## config.mk

```make
export PLATFORM = sky130hd
export DESIGN_NAME = fetch_unit_flat
export DESIGN_NICKNAME = d
export VERILOG_FILES = /design/src/rtl/fetch_if.sv /design/src/rtl/fetch_unit.sv /design/src/flat_wrapper.sv
export SDC_FILE = /design/constraint.sdc
export NUM_CORES = 1
export LEC_CHECK = 0
export ABC_AREA = 1
export BUFFER_PORTS_ARGS = -buffer_cell sky130_fd_sc_hd__buf_2
export CAP_MARGIN = 20
export CORE_UTILIZATION = 25
export CTS_BUF_LIST = sky130_fd_sc_hd__clkbuf_16
export DETAILED_ROUTE_END_ITERATION = 6
export PLACE_DENSITY = 0.42
export SYNTH_ARGS = -nofsm -noshare
export SYNTH_HDL_FRONTEND = slang
export SYNTH_SLANG_ARGS = --single-unit
```

## constraint.sdc

```tcl
create_clock -name clk -period 1.9 [get_ports clk]
set_input_delay 0.38 -clock clk [delete_from_list [all_inputs] [get_ports clk]]
set_output_delay 0.38 -clock clk [all_outputs]
set_load 0.01 [all_outputs]
```

## src/rtl/fetch_if.sv

```systemverilog
// Fetch-stage handshake bundle: ibus request/response, execute redirect and the
// F/D buffer valid/ready interface toward decode.
//   master : fetch unit side (drives ibus request and F/D buffer outputs)
//   slave  : environment side (ibus, execute and decode)
interface fetch_if;
   logic        ireq_valid;
   logic [63:0] ireq_addr;
   logic        iresp_data_ok;
   logic [31:0] iresp_data;
   logic        redirect_valid;
   logic [63:0] redirect_pc;
   logic        out_valid;
   logic [63:0] out_pc;
   logic [31:0] out_instr;
   logic        out_ready;

   modport master (
      output ireq_valid, ireq_addr, out_valid, out_pc, out_instr,
      input  iresp_data_ok, iresp_data, redirect_valid, redirect_pc, out_ready
   );

   modport slave (
      input  ireq_valid, ireq_addr, out_valid, out_pc, out_instr,
      output iresp_data_ok, iresp_data, redirect_valid, redirect_pc, out_ready
   );
endinterface

```

## src/rtl/fetch_unit.sv

```systemverilog
// Instruction-fetch stage. Issues the ibus request for the PC held in the external
// pcreg and computes pc_nxt for it (pc_nxt = pc stalls fetch). Fetched {pc, instr}
// pairs go to decode through a one-entry F/D buffer backed by a one-entry skid.
// Execute redirects flush the buffer; a redirect that lands while a request is in
// flight waits in DISCARD until the wrong-path response drains.
// Ports:
//   clk, reset   clock and synchronous active-high reset
//   pc           current fetch PC from pcreg
//   pc_nxt       next PC back to pcreg
//   bus          fetch_if.master: ibus request/response, redirect, F/D buffer handshake
module fetch_unit #(
   parameter logic [63:0] PCINIT = 64'h8000_0000
) (
   input  logic        clk,
   input  logic        reset,
   input  logic [63:0] pc,
   output logic [63:0] pc_nxt,
   fetch_if.master     bus
);

   typedef enum logic [1:0] {StReq, StDiscard, StHold} state_e;

   state_e      state_q, state_d;
   logic        out_valid_q, out_valid_d;
   logic [63:0] out_pc_q;
   logic [31:0] out_instr_q;
   logic        skid_valid_q;
   logic [63:0] skid_pc_q;
   logic [31:0] skid_instr_q;
   logic [63:0] pend_pc_q, pend_pc_d;

   logic buf_free;
   logic load_resp;   // buffer <= {pc, iresp_data}
   logic load_skid;   // buffer <= skid
   logic fill_skid;   // skid <= {pc, iresp_data}
   logic clr_skid;

   assign buf_free       = !out_valid_q || bus.out_ready;
   assign bus.ireq_valid = !reset && (state_q == StReq || state_q == StDiscard);
   assign bus.ireq_addr  = pc;
   assign bus.out_valid  = out_valid_q;
   assign bus.out_pc     = out_pc_q;
   assign bus.out_instr  = out_instr_q;

   always_comb begin
      state_d   = state_q;
      pend_pc_d = pend_pc_q;
      pc_nxt    = pc;
      load_resp = 1'b0;
      load_skid = 1'b0;
      fill_skid = 1'b0;
      clr_skid  = 1'b0;

      if (!reset) begin
         unique case (state_q)
            StReq: begin
               if (bus.redirect_valid && bus.iresp_data_ok) begin
                  pc_nxt = bus.redirect_pc;
               end else if (bus.redirect_valid) begin
                  // Request must stay on the bus until its response; remember the target.
                  pend_pc_d = bus.redirect_pc;
                  state_d   = StDiscard;
               end else if (bus.iresp_data_ok && buf_free) begin
                  load_resp = 1'b1;
                  pc_nxt    = pc + 64'd4;
               end else if (bus.iresp_data_ok) begin
                  fill_skid = 1'b1;
                  pc_nxt    = pc + 64'd4;
                  state_d   = StHold;
               end
            end
            StDiscard: begin
               if (bus.redirect_valid) begin
                  pend_pc_d = bus.redirect_pc;
               end
               if (bus.iresp_data_ok) begin
                  pc_nxt  = bus.redirect_valid ? bus.redirect_pc : pend_pc_q;
                  state_d = StReq;
               end
            end
            StHold: begin
               if (bus.redirect_valid) begin
                  clr_skid = 1'b1;
                  pc_nxt   = bus.redirect_pc;
                  state_d  = StReq;
               end else if (bus.out_ready) begin
                  load_skid = 1'b1;
                  clr_skid  = 1'b1;
                  state_d   = StReq;
               end
            end
            default: state_d = StReq;
         endcase
      end

      // Flush wins over any load and over a decode transfer.
      out_valid_d = out_valid_q;
      if (bus.redirect_valid) begin
         out_valid_d = 1'b0;
      end else if (load_resp || load_skid) begin
         out_valid_d = 1'b1;
      end else if (bus.out_ready) begin
         out_valid_d = 1'b0;
      end
   end

   always_ff @(posedge clk) begin
      if (reset) begin
         state_q      <= StReq;
         out_valid_q  <= 1'b0;
         out_pc_q     <= PCINIT;
         out_instr_q  <= 32'd0;
         skid_valid_q <= 1'b0;
         skid_pc_q    <= PCINIT;
         skid_instr_q <= 32'd0;
         pend_pc_q    <= 64'd0;
      end else begin
         state_q     <= state_d;
         out_valid_q <= out_valid_d;
         pend_pc_q   <= pend_pc_d;
         if (load_resp) begin
            out_pc_q    <= pc;
            out_instr_q <= bus.iresp_data;
         end else if (load_skid) begin
            out_pc_q    <= skid_pc_q;
            out_instr_q <= skid_instr_q;
         end
         if (fill_skid) begin
            skid_valid_q <= 1'b1;
            skid_pc_q    <= pc;
            skid_instr_q <= bus.iresp_data;
         end else if (clr_skid) begin
            skid_valid_q <= 1'b0;
         end
      end
   end

endmodule

```

## src/flat_wrapper.sv

```systemverilog
// flat-port wrapper written by rule: the top's interface ports become plain ports
module fetch_unit_flat 
#(
   parameter logic [63:0] PCINIT = 64'h8000_0000
)
  (clk, reset, pc, pc_nxt, bus_ireq_valid, bus_ireq_addr, bus_out_valid, bus_out_pc, bus_out_instr, bus_iresp_data_ok, bus_iresp_data, bus_redirect_valid, bus_redirect_pc, bus_out_ready);
  fetch_if bus_i ();
  input  logic clk;
  input  logic reset;
  input  logic [63:0] pc;
  output logic [63:0] pc_nxt;
  output wire logic [$bits(bus_i.ireq_valid)-1:0] bus_ireq_valid;
  output wire logic [$bits(bus_i.ireq_addr)-1:0] bus_ireq_addr;
  output wire logic [$bits(bus_i.out_valid)-1:0] bus_out_valid;
  output wire logic [$bits(bus_i.out_pc)-1:0] bus_out_pc;
  output wire logic [$bits(bus_i.out_instr)-1:0] bus_out_instr;
  input wire logic [$bits(bus_i.iresp_data_ok)-1:0] bus_iresp_data_ok;
  input wire logic [$bits(bus_i.iresp_data)-1:0] bus_iresp_data;
  input wire logic [$bits(bus_i.redirect_valid)-1:0] bus_redirect_valid;
  input wire logic [$bits(bus_i.redirect_pc)-1:0] bus_redirect_pc;
  input wire logic [$bits(bus_i.out_ready)-1:0] bus_out_ready;
  assign bus_ireq_valid = bus_i.ireq_valid;
  assign bus_ireq_addr = bus_i.ireq_addr;
  assign bus_out_valid = bus_i.out_valid;
  assign bus_out_pc = bus_i.out_pc;
  assign bus_out_instr = bus_i.out_instr;
  assign bus_i.iresp_data_ok = bus_iresp_data_ok;
  assign bus_i.iresp_data = bus_iresp_data;
  assign bus_i.redirect_valid = bus_redirect_valid;
  assign bus_i.redirect_pc = bus_redirect_pc;
  assign bus_i.out_ready = bus_out_ready;
  fetch_unit #(.PCINIT(PCINIT)) u_core (.clk(clk), .reset(reset), .pc(pc), .pc_nxt(pc_nxt), .bus(bus_i));
endmodule
```

==> metrics.txt <==
final hold vios=0; Slew HR=0.649; status=finished with violations; PortBufs=390; critical path class=flip-flop to primary output; CTS tree=yes; area leader, netlist=dfxtp_1; gr ovfl total=0; logic gate share of total power=0.262; Die Width=256 um; Post-Layout Cell Count=4,133; pin count of the biggest net entering global routing=88; row count=92; WL final=97,000 um; Bufs and invs on worst path=4; largest delay contributor family on the critical path=buffers and inverters; ys flop type=dfxtp_1; Net Count, Synth=2,648; Synth cell types=53; H-tree Lvls=2; Post-synth top cells=nand2_1 (386), o21ai_0 (347), a21oi_1 (323); Sink Count=259; die area=0.0656 mm^2; met3 GRT Util=0.0411; Startpoint Class=flip-flop; max-slew violations=0; failing checks=setup timing; number of synthesized flops with an enable pin=0; proportion of layout cells with a drive suffix above 1=0.447; gpl congestion=0.975; Yosys reg bits=259; highest clock rate=385 MHz; CP Data Required Time=1.52 ns; Internal Power=11,500 uW; Chip Height=256 um; share of the core filled with cells=0.426; Finished Cell Area=0.0270 mm^2; met2 Usage GRT=0.414; Pleak=0.0120 uW; Routed WL per cell=23.5 um; worst setup margin=-0.700 ns; DR vias=21,100; vias in the first global route=19,500; DP HPWL=69,900 um; Post-synth ARST share=0; largest cells by area after synthesis=dfxtp_1 (32%), o21ai_0 (11%), a21oi_1 (10%), nand2_1 (9.0%), nor2_1 (5.5%); synth-to-layout area growth=67.4%; clock root buffer=clkbuf_16; busiest grt layer=met2; mapped cell area=0.0161 mm^2; clock buffer depth=3; post-DR vias/cell=5.10; CTS clk-pin slew, worst paths=0.07 ns; Inserted Clock Buffers=35; Ports=391; post-route antenna net violation count=0; antenna violations before repair=5; hold buffers post-CTS=0; clock share of power=0.402; Final setup viols=260; Min-Delay Path Class=primary input to flip-flop; Placed Instances=3,979; register share of total power=0.335; clock skew after layout=0.0403 ns; clk_lat worst skew=0.58 ns; Mean Syn Cell Area=6.50 um^2; met1 capacity usage during global routing=0.392; crit path DAT=2.22 ns; synthesized instance count=2,482; Max Fanout on Critical Path=5; crit end category=primary output; Syn. warnings=0; Pwr per Cell Area=633 mW/mm^2; Net Sw Power=5560 uW; placed cell area=0.0223 mm^2; First-pass DRT Iterations=5; slowest CP cell=dfxtp_4; sequential cell area fraction in the yosys report=0.321; Max Cap Viol=0; global-route wire length before repair=133,000 um; 1st-iter DRT viols=1,965; total global-route track usage=0.271; Worst-Margin Slew=0.526 ns; Peak VDD IR=0.000566 V; crit path cell chain=buf_6 > nor2_4 > buf_6 > inv_8 > nor2_4 > a22oi_2 > a32oi_2 > buf_2; biggest cell delay along the critical path=0.38 ns; Starting Density=0.254; Final nets=3,427; min Tclk post-route=2.60 ns; count leader, synth=nand2_1; RSZ-0062 raised after global routing=true; Post-Place Worst Slack=-0.826 ns; core area=0.0634 mm^2; DRC=0; sw frac=0.325; area share of the largest cell type after synthesis=0.321; Tcrit/Tclk final=1.37; worst hold slack=0.101 ns
-- state kept, by name, summed over array words and instances, names as in the netlist --
signal	flops
u_core.bus.out_instr	32
u_core.bus.out_pc	64
u_core.bus.out_valid	1
u_core.pend_pc_q	64
u_core.skid_instr_q	32
u_core.skid_pc_q	64
u_core.state_q	2
-- worst min-delay path: stages --
cell	delay (ns)
buf_2	0.10
inv_1	0.06
a21oi_1	0.06
-- final cells by class --
cell class	count	area (um^2)
fill	6548	36400
multi-input combinational	1742	10600
timing repair buffer	982	8070
sequential	259	5190
tap	846	1060
inverter	240	961
clock buffer	35	876
clock inverter	26	265
timing repair inverter	1	20.0
antenna	2	5.00
-- cell families (layout without fill, tap and decap cells) --
logic type      count (synthesis)  count (layout)  synth area share
compound gates                917             917             0.316
other cells                     0               2                 0
fa+ha+maj                       1               1          0.000775
flops                         259             259             0.321
buf+inv                       481            1284             0.137
xor+xnor                        4               4           0.00217
simple gates                  820             820             0.222
-- power by group through the flow --
stage | clock (uW) | sequential, uW | combinational [uW]
floorplan | 0 | 5850 | 1620
global placement | 0 | 5830 | 3660
detailed placement | 0 | 5830 | 3660
CTS | 7050 | 5710 | 3970
global route | 7230 | 5750 | 4740
finish | 6870 | 5730 | 4490
-- final timing paths --
path                                                 to  depth (start not counted)                  from  slack (ns)
worst min-delay path            u_core.skid_instr_q[13]                          3    bus_iresp_data[13]        0.10
worst max-delay path                          pc_nxt[4]                          8     u_core.state_q[1]       -0.70
worst min register to register     u_core.pend_pc_q[43]                          2  u_core.pend_pc_q[43]        0.44
worst max register to register    u_core.bus.out_pc[49]                         16     u_core.state_q[1]       -0.34
-- timing repair --
| action | in CTS | in global routing |
|---|---|---|
| gates resized for setup | 203 | 430 |
| setup endpoints to repair | 222 | 258 |
| pin swaps | 46 | 84 |
| setup buffers | 24 | 38 |
| gates cloned | 13 | 31 |
-- stage by stage --
step / power (uW) / setup TNS, ns
5_1_grt: 17700 / -104.78
6_report: 17100 / -84.82
4_1_cts: 16700 / -51.88
3_5_place_dp: 9490 / -69.19
3_3_place_gp: 9490 / -67.95
2_1_floorplan: 7470 / 0
-- layout by cell type, fill, tap and decap left out, drive strengths merged, types with 2 or more instances in the layout --
master	instances
o22ai	5
dfxtp	259
a22oi	29
diode	2
clkinv	9
bufinv	5
and2	2
clkbuf	60
nor3	17
a211oi	46
nor2	264
clkinvlp	2
a221oi	10
nand4	27
o221ai	34
nand3	100
buf	956
o21a	12
nand3b	3
xor2	3
o2111ai	3
a32oi	2
o21ai	424
a21oi	325
a22o	2
o211ai	18
a21boi	2
inv	251
nand2	403
nor4	2
-- routing by layer --
metal,vias up,share of wire
met5,-,0.00027
met1,10100,0.46
met3,117,0.068
li1,9990,-
met2,833,0.45
met4,4,0.023
No activity file was read; power rests on OpenSTA's default activity.
